File: src/rtl/trap_filter_sequencer.sv
// trap_filter_sequencer: k/l/M parameter owner and enable/valid gating for
// the trapezoidal shaping filter of one ADC channel.
//   in : clk, reset (async, active-high), enable, sample_valid,
//        cfg_k/cfg_l/cfg_m, cfg_load
//   out: cfg_busy, cfg_err, filt_k/filt_l/filt_m, filt_clear, filt_en,
//        out_valid, state_o (IDLE=0 CHECK=1 FLUSH=2 SETTLE=3 RUN=4)
module trap_filter_sequencer #(
  parameter int unsigned DELAY_W      = 6,
  parameter int unsigned M_W          = 10,
  parameter int unsigned MAX_DELAY    = 63,
  parameter int unsigned FLUSH_CYCLES = 2,
  parameter int unsigned DEF_K        = 4,
  parameter int unsigned DEF_L        = 12,
  parameter int unsigned DEF_M        = 256
) (
  input  logic               clk,
  input  logic               reset,
  input  logic               enable,
  input  logic               sample_valid,
  input  logic [DELAY_W-1:0] cfg_k,
  input  logic [DELAY_W-1:0] cfg_l,
  input  logic [M_W-1:0]     cfg_m,
  input  logic               cfg_load,
  output logic               cfg_busy,
  output logic               cfg_err,
  output logic [DELAY_W-1:0] filt_k,
  output logic [DELAY_W-1:0] filt_l,
  output logic [M_W-1:0]     filt_m,
  output logic               filt_clear,
  output logic               filt_en,
  output logic               out_valid,
  output logic [2:0]         state_o
);

  localparam int unsigned SUM_W = DELAY_W + 1;
  localparam int unsigned FC_W  = (FLUSH_CYCLES > 1) ? $clog2(FLUSH_CYCLES) : 1;

  typedef enum logic [2:0] {
    IDLE   = 3'd0,
    CHECK  = 3'd1,
    FLUSH  = 3'd2,
    SETTLE = 3'd3,
    RUN    = 3'd4
  } state_t;

  state_t             state_q, state_d;
  logic [DELAY_W-1:0] sh_k_q, sh_k_d, sh_l_q, sh_l_d;
  logic [M_W-1:0]     sh_m_q, sh_m_d;
  logic [DELAY_W-1:0] k_q, k_d, l_q, l_d;
  logic [M_W-1:0]     m_q, m_d;
  logic               err_q, err_d;
  logic               busy_q, busy_d;
  logic               clear_q, clear_d;
  logic               en_q, en_d;
  logic               ov_q, ov_d;
  logic [FC_W-1:0]    flush_cnt_q, flush_cnt_d;
  logic [SUM_W-1:0]   settle_cnt_q, settle_cnt_d;

  logic               load_ok;
  logic [SUM_W-1:0]   sh_sum;
  logic               set_ok;
  logic [SUM_W-1:0]   settle_tgt;

  always_comb begin
    state_d      = state_q;
    sh_k_d       = sh_k_q;
    sh_l_d       = sh_l_q;
    sh_m_d       = sh_m_q;
    k_d          = k_q;
    l_d          = l_q;
    m_d          = m_q;
    err_d        = err_q;
    flush_cnt_d  = flush_cnt_q;
    settle_cnt_d = settle_cnt_q;

    load_ok    = cfg_load && ((state_q == IDLE) || (state_q == RUN));
    sh_sum     = {1'b0, sh_k_q} + {1'b0, sh_l_q};
    set_ok     = (sh_k_q != '0) && (sh_l_q >= sh_k_q) && (sh_sum <= SUM_W'(MAX_DELAY));
    settle_tgt = {1'b0, k_q} + {1'b0, l_q};

    case (state_q)
      IDLE: begin
        if (load_ok) begin
          sh_k_d  = cfg_k;
          sh_l_d  = cfg_l;
          sh_m_d  = cfg_m;
          state_d = CHECK;
        end else if (enable) begin
          flush_cnt_d = '0;
          state_d     = FLUSH;
        end
      end
      CHECK: begin
        if (set_ok) begin
          k_d         = sh_k_q;
          l_d         = sh_l_q;
          m_d         = sh_m_q;
          err_d       = 1'b0;
          flush_cnt_d = '0;
          state_d     = FLUSH;
        end else begin
          err_d   = 1'b1;
          state_d = enable ? RUN : IDLE;
        end
      end
      FLUSH: begin
        if (flush_cnt_q == FC_W'(FLUSH_CYCLES - 1)) begin
          settle_cnt_d = '0;
          state_d      = enable ? SETTLE : IDLE;
        end else begin
          flush_cnt_d = flush_cnt_q + FC_W'(1);
        end
      end
      SETTLE: begin
        if (!enable) begin
          state_d = IDLE;
        end else if (sample_valid) begin
          settle_cnt_d = settle_cnt_q + SUM_W'(1);
          if (settle_cnt_d == settle_tgt) begin
            state_d = RUN;
          end
        end
      end
      RUN: begin
        if (load_ok) begin
          sh_k_d  = cfg_k;
          sh_l_d  = cfg_l;
          sh_m_d  = cfg_m;
          state_d = CHECK;
        end else if (!enable) begin
          state_d = IDLE;
        end
      end
      default: state_d = IDLE;
    endcase

    // Outputs are registered from the next state so they line up with state_o.
    busy_d  = (state_d == CHECK) || (state_d == FLUSH) || (state_d == SETTLE);
    clear_d = (state_d == FLUSH);
    en_d    = (state_d == SETTLE) || (state_d == RUN);
    // A strobe in RUN qualifies next cycle unless enable drop sends us to IDLE;
    // a load accepted the same cycle still lets it through.
    ov_d    = (state_q == RUN) && sample_valid && (state_d != IDLE);
  end

  always_ff @(posedge clk or posedge reset) begin
    if (reset) begin
      state_q      <= IDLE;
      sh_k_q       <= '0;
      sh_l_q       <= '0;
      sh_m_q       <= '0;
      k_q          <= DELAY_W'(DEF_K);
      l_q          <= DELAY_W'(DEF_L);
      m_q          <= M_W'(DEF_M);
      err_q        <= 1'b0;
      busy_q       <= 1'b0;
      clear_q      <= 1'b0;
      en_q         <= 1'b0;
      ov_q         <= 1'b0;
      flush_cnt_q  <= '0;
      settle_cnt_q <= '0;
    end else begin
      state_q      <= state_d;
      sh_k_q       <= sh_k_d;
      sh_l_q       <= sh_l_d;
      sh_m_q       <= sh_m_d;
      k_q          <= k_d;
      l_q          <= l_d;
      m_q          <= m_d;
      err_q        <= err_d;
      busy_q       <= busy_d;
      clear_q      <= clear_d;
      en_q         <= en_d;
      ov_q         <= ov_d;
      flush_cnt_q  <= flush_cnt_d;
      settle_cnt_q <= settle_cnt_d;
    end
  end

  assign cfg_busy   = busy_q;
  assign cfg_err    = err_q;
  assign filt_k     = k_q;
  assign filt_l     = l_q;
  assign filt_m     = m_q;
  assign filt_clear = clear_q;
  assign filt_en    = en_q;
  assign out_valid  = ov_q;
  assign state_o    = state_q;

endmodule

File: config.mk
export PLATFORM = sky130hd
export DESIGN_NAME = trap_filter_sequencer
export DESIGN_NICKNAME = d
export VERILOG_FILES = /design/src/rtl/trap_filter_sequencer.sv
export SDC_FILE = /design/constraint.sdc
export NUM_CORES = 1
export LEC_CHECK = 0
export CAP_MARGIN = 30
export CORE_MARGIN = 2
export CORE_UTILIZATION = 40
export CTS_BUF_LIST = sky130_fd_sc_hd__clkbuf_16
export CTS_CLUSTER_DIAMETER = 120
export DETAILED_ROUTE_END_ITERATION = 8
export PLACE_DENSITY = 0.76
export SLEW_MARGIN = 20
export SYNTH_ARGS = -nofsm -noshare
export SYNTH_HDL_FRONTEND = slang
export SYNTH_SLANG_ARGS = --single-unit
File: constraint.sdc
create_clock -name clk -period 2.1 [get_ports clk]
set_clock_uncertainty 0.15 [all_clocks]
set_input_delay 0.315 -clock clk [delete_from_list [all_inputs] [get_ports clk]]
set_output_delay 0.315 -clock clk [all_outputs]
set_load 0.01 [all_outputs]
==> results by group <==
Synthesis
  • Post-synthesis adder-cell area fraction: 0.0877
  • Synth Area in Compound Gates: 0.0960
  • Ys flop type: dfrtp_1
  • Largest family of logic cells by synthesized area: multiplexers
  • Share of the synthesized area in the top cell type: 0.464
  • Multiplexer area fraction after synthesis: 0.130
  • Sequential share of the synthesized area: 0.498
  • Synthesized area per cell: around 11 um2
  • Syn nets: 310
  • Cells after synthesis: about 260
  • Ys Warns: 0
  • EDFF count, synth: 0
  • Simple-gate share of the synthesized area: 0.103
  • Synth top area cells: dfrtp_1, mux2_2, ha_1
  • Most common cell in the netlist: dfrtp_1
  • Top cells by count, synth: dfrtp_1, mux2_2, o21ai_0
  • Syn Std Cell Area: 0.00302 mm2
  • Seq cells post-synth: 60
  • Xor-xnor portion of the synthesized cell area: 0.0488
  • Cell taking the most area after synthesis: dfrtp_1
  • Post-synth cell types: 41
  • Asr flop ratio synth: 1.00

Setup path
  • R2R Setup Slk: -0.23 ns
  • Crit start category: flop
  • Critical Path Sink: out_valid
  • Critical path required time: around 2.2 ns
  • Worst r2r dst: out_valid
  • Reg2Reg Depth: 9
  • Crit path largest cell delay: approximately 0.37 ns
  • Slowest-stage cell, CP: dfrtp_1
  • Peak fanout along the critical path: 3
  • Instance count on the critical path: 9
  • Crit-path cells: ha_2 > inv_2 > fa_2 > o21bai_1 > a21oi_1 > o31ai_2 > nor3_2 > or2_4 > o311a_1
  • CP endpoint kind: flop
  • Setup CP Type: reg -> reg
  • Kind of cell adding the most delay to the critical path: compound AO/OA/AOI/OAI gates
  • Buf/Inv on CP: 1
  • WP data arrival: 2.38 ns
  • Reg-to-Reg Start: sh_k_q[0]
  • Setup crit start: sh_k_q[0]

Drt
  • Initial DRC Count: 92
  • Via/cell ratio: 4.93
  • Detailed-router iteration count before antenna repair: 4
  • Routed WL per cell: 14.4 um
  • Routed Antenna Nets: 0
  • DRC Markers: 0
  • Vias: 2353
  • Post-Route WL: between 6 and 7 mm

Cells and area
  • Fillers: 600
  • Layout Nets: 420
  • FF/Latch Area: 0.00151 mm2
  • Area of the multi-input gates: 0.00154 mm2
  • Final std cells w/o fill: approximately 480
  • Area Overhead vs Synth: 48.4%
  • Post-layout util: 0.615
  • Antenna Cells: 0
  • Layout cells sized above 1: 0.339

Clock tree
  • Clk buf depth: 2
  • Clk sinks: 60
  • CTS tree: yes
  • Clock Latency Late Sink: 0.32 ns
  • CTS Buf Count: 9
  • H-tree depth: 3
  • Clk slew on worst S/H paths: 0.05 ns
  • CTS root buf: clkbuf_16
  • Hold Buf Count CTS: 0

Floorplanning
  • Core Rows: 31
  • IO Pins: 57
  • Die span in y: between 90 and 100 um
  • Core area: 0.00729 mm2
  • Total die area: 0.00827 mm2
  • Die outline width: 90.9 um
  • Starting density of the core: 0.415

Placed design
  • Port Buffers: 56
  • RePlAce Congestion: 0.838
  • Dpl hpwl: 5.00 mm
  • Pre-CTS WS: -0.305 ns
  • Placed instance count: 460

STA
  • Post-layout minimum cycle time: 2.33 ns
  • Hold Violations, Final: 0
  • RSZ-0062 raised after global routing: yes
  • PnR worst setup slack: -0.227 ns
  • Pins Over Slew Limit: 0
  • Fin crit share: 1.11
  • Worst slew pin tran: approximately 0.46 ns
  • Max-slew headroom at the worst pin: 0.695
  • Fmax: 0.430 GHz
  • Final setup fails: 29

Flow run
  • Max_cap viols: 0

Power and ir drop
  • Pwr/cell area: 1650 mW/mm2
  • Tot Pwr: 7420 uW
  • Peak supply drop: 0.563 mV
  • Static Leak: 0.00200 uW

Global route
  • GR Util All Layers: 0.180
  • GR Overflow Total: 0
  • Antenna violations before repair: 0
  • Vias in the first global route: between 2000 and 2500
  • First-pass GRT wire length: 11.7 mm
  • Largest net degree at the start of global routing: 46

Status
  • Status: complete, but fails checks
  • Failing checks: negative setup slack

Hold path
  • HP Class: in -> async
logic make-up (layout without fill, tap and decap cells):
group	count (synthesis)	after routing
buffers and inverters	23	138
multiplexers	35	35
XOR/XNOR	16	16
AND/OR/NAND/NOR	62	62
AO/OA/AOI/OAI	47	47
flip-flops	60	60
adder cells (fa/ha/maj)	20	20
worst min path at each step:
stage	startpoint	end	slack, ns	cells past startpoint
after floorplan	cfg_k[1]	sh_k_q[1]	0.28	2
after global placement	sh_m_q[3]	filt_m[3]	0.33	1
after detailed placement	sh_m_q[1]	sh_m_q[1]	0.34	1
after CTS	reset	filt_m[2]	0.13	2
after global routing	reset	filt_m[2]	0.15	2
final	reset	filt_m[6]	0.13	2
layout make-up:
class,count,share of cell area
multi-input combinational,180,0.342
tap,99,0.0276
sequential,60,0.336
inverter,16,0.0134
clock inverter,7,0.0187
clock buffer,9,0.0502
timing repair buffer,106,0.212
cells in the final DEF, fill, tap and decap left out, types with 2 or more instances in the layout:
cell type and n:
dfstp_2 4, ha_1 13, and3_1 4, ha_4 3, a21oi_1 7, o21ai_1 3, nand3_1 9, clkdlybuf4s50_1 56
nor3_2 2, inv_2 3, inv_1 15, nand2_1 19, clkinv_1 2, o21bai_1 2, fa_2 2, o31ai_1 4
ha_2 2, mux2_2 35, nor2b_1 2, nor3_1 2, o21ai_0 17, nand3_2 2, bufinv_16 2, a21o_1 3
clkbuf_16 9, dfrtp_1 56, buf_4 48, xor2_1 2, nor2_1 10, xnor2_1 13
metal layers:
metal	global-route usage	share of wire	vias up
met5	0	0	-
met4	0.0606	0.024	0
met3	0.0548	0.047	15
met2	0.304	0.50	57
met1	0.219	0.42	1138
li1	-	-	1143
where the power goes:
| part | internal [uW] | total, uW | switching [uW] |
|---|---|---|---|
| registers | 1690 | 2020 | 320 |
| clock network | 1020 | 1500 | 483 |
| logic | 2190 | 3900 | 1710 |
| total | 4910 | 7420 | 2510 |
per-stage QoR:
step                      instance area, um2  hold WS [ns]  TNS, ns
after detailed placement                4110         0.342    -7.22
after global routing                    4490         0.145    -9.30
final                                   4490         0.126    -4.67
after global placement                  4110         0.331    -5.37
after CTS                               4470         0.127    -4.92
after floorplan                         3080         0.282    -3.83
state kept, by name, indices dropped and copies added (netlist names):
name	count
out_valid	1
state_o	3
sh_m_q	10
settle_cnt_q	7
cfg_err	1
filt_clear	1
filt_k	6
sh_l_q	6
flush_cnt_q	1
cfg_busy	1
filt_m	10
filt_l	6
sh_k_q	6
filt_en	1
timing repair:
item | in CTS | in global routing
buffers inserted | 1 | 0
setup endpoints to repair | 31 | 31
gates resized for setup | 10 | 3
pin swaps | 4 | 4
(Power assumes the default switching activity.)
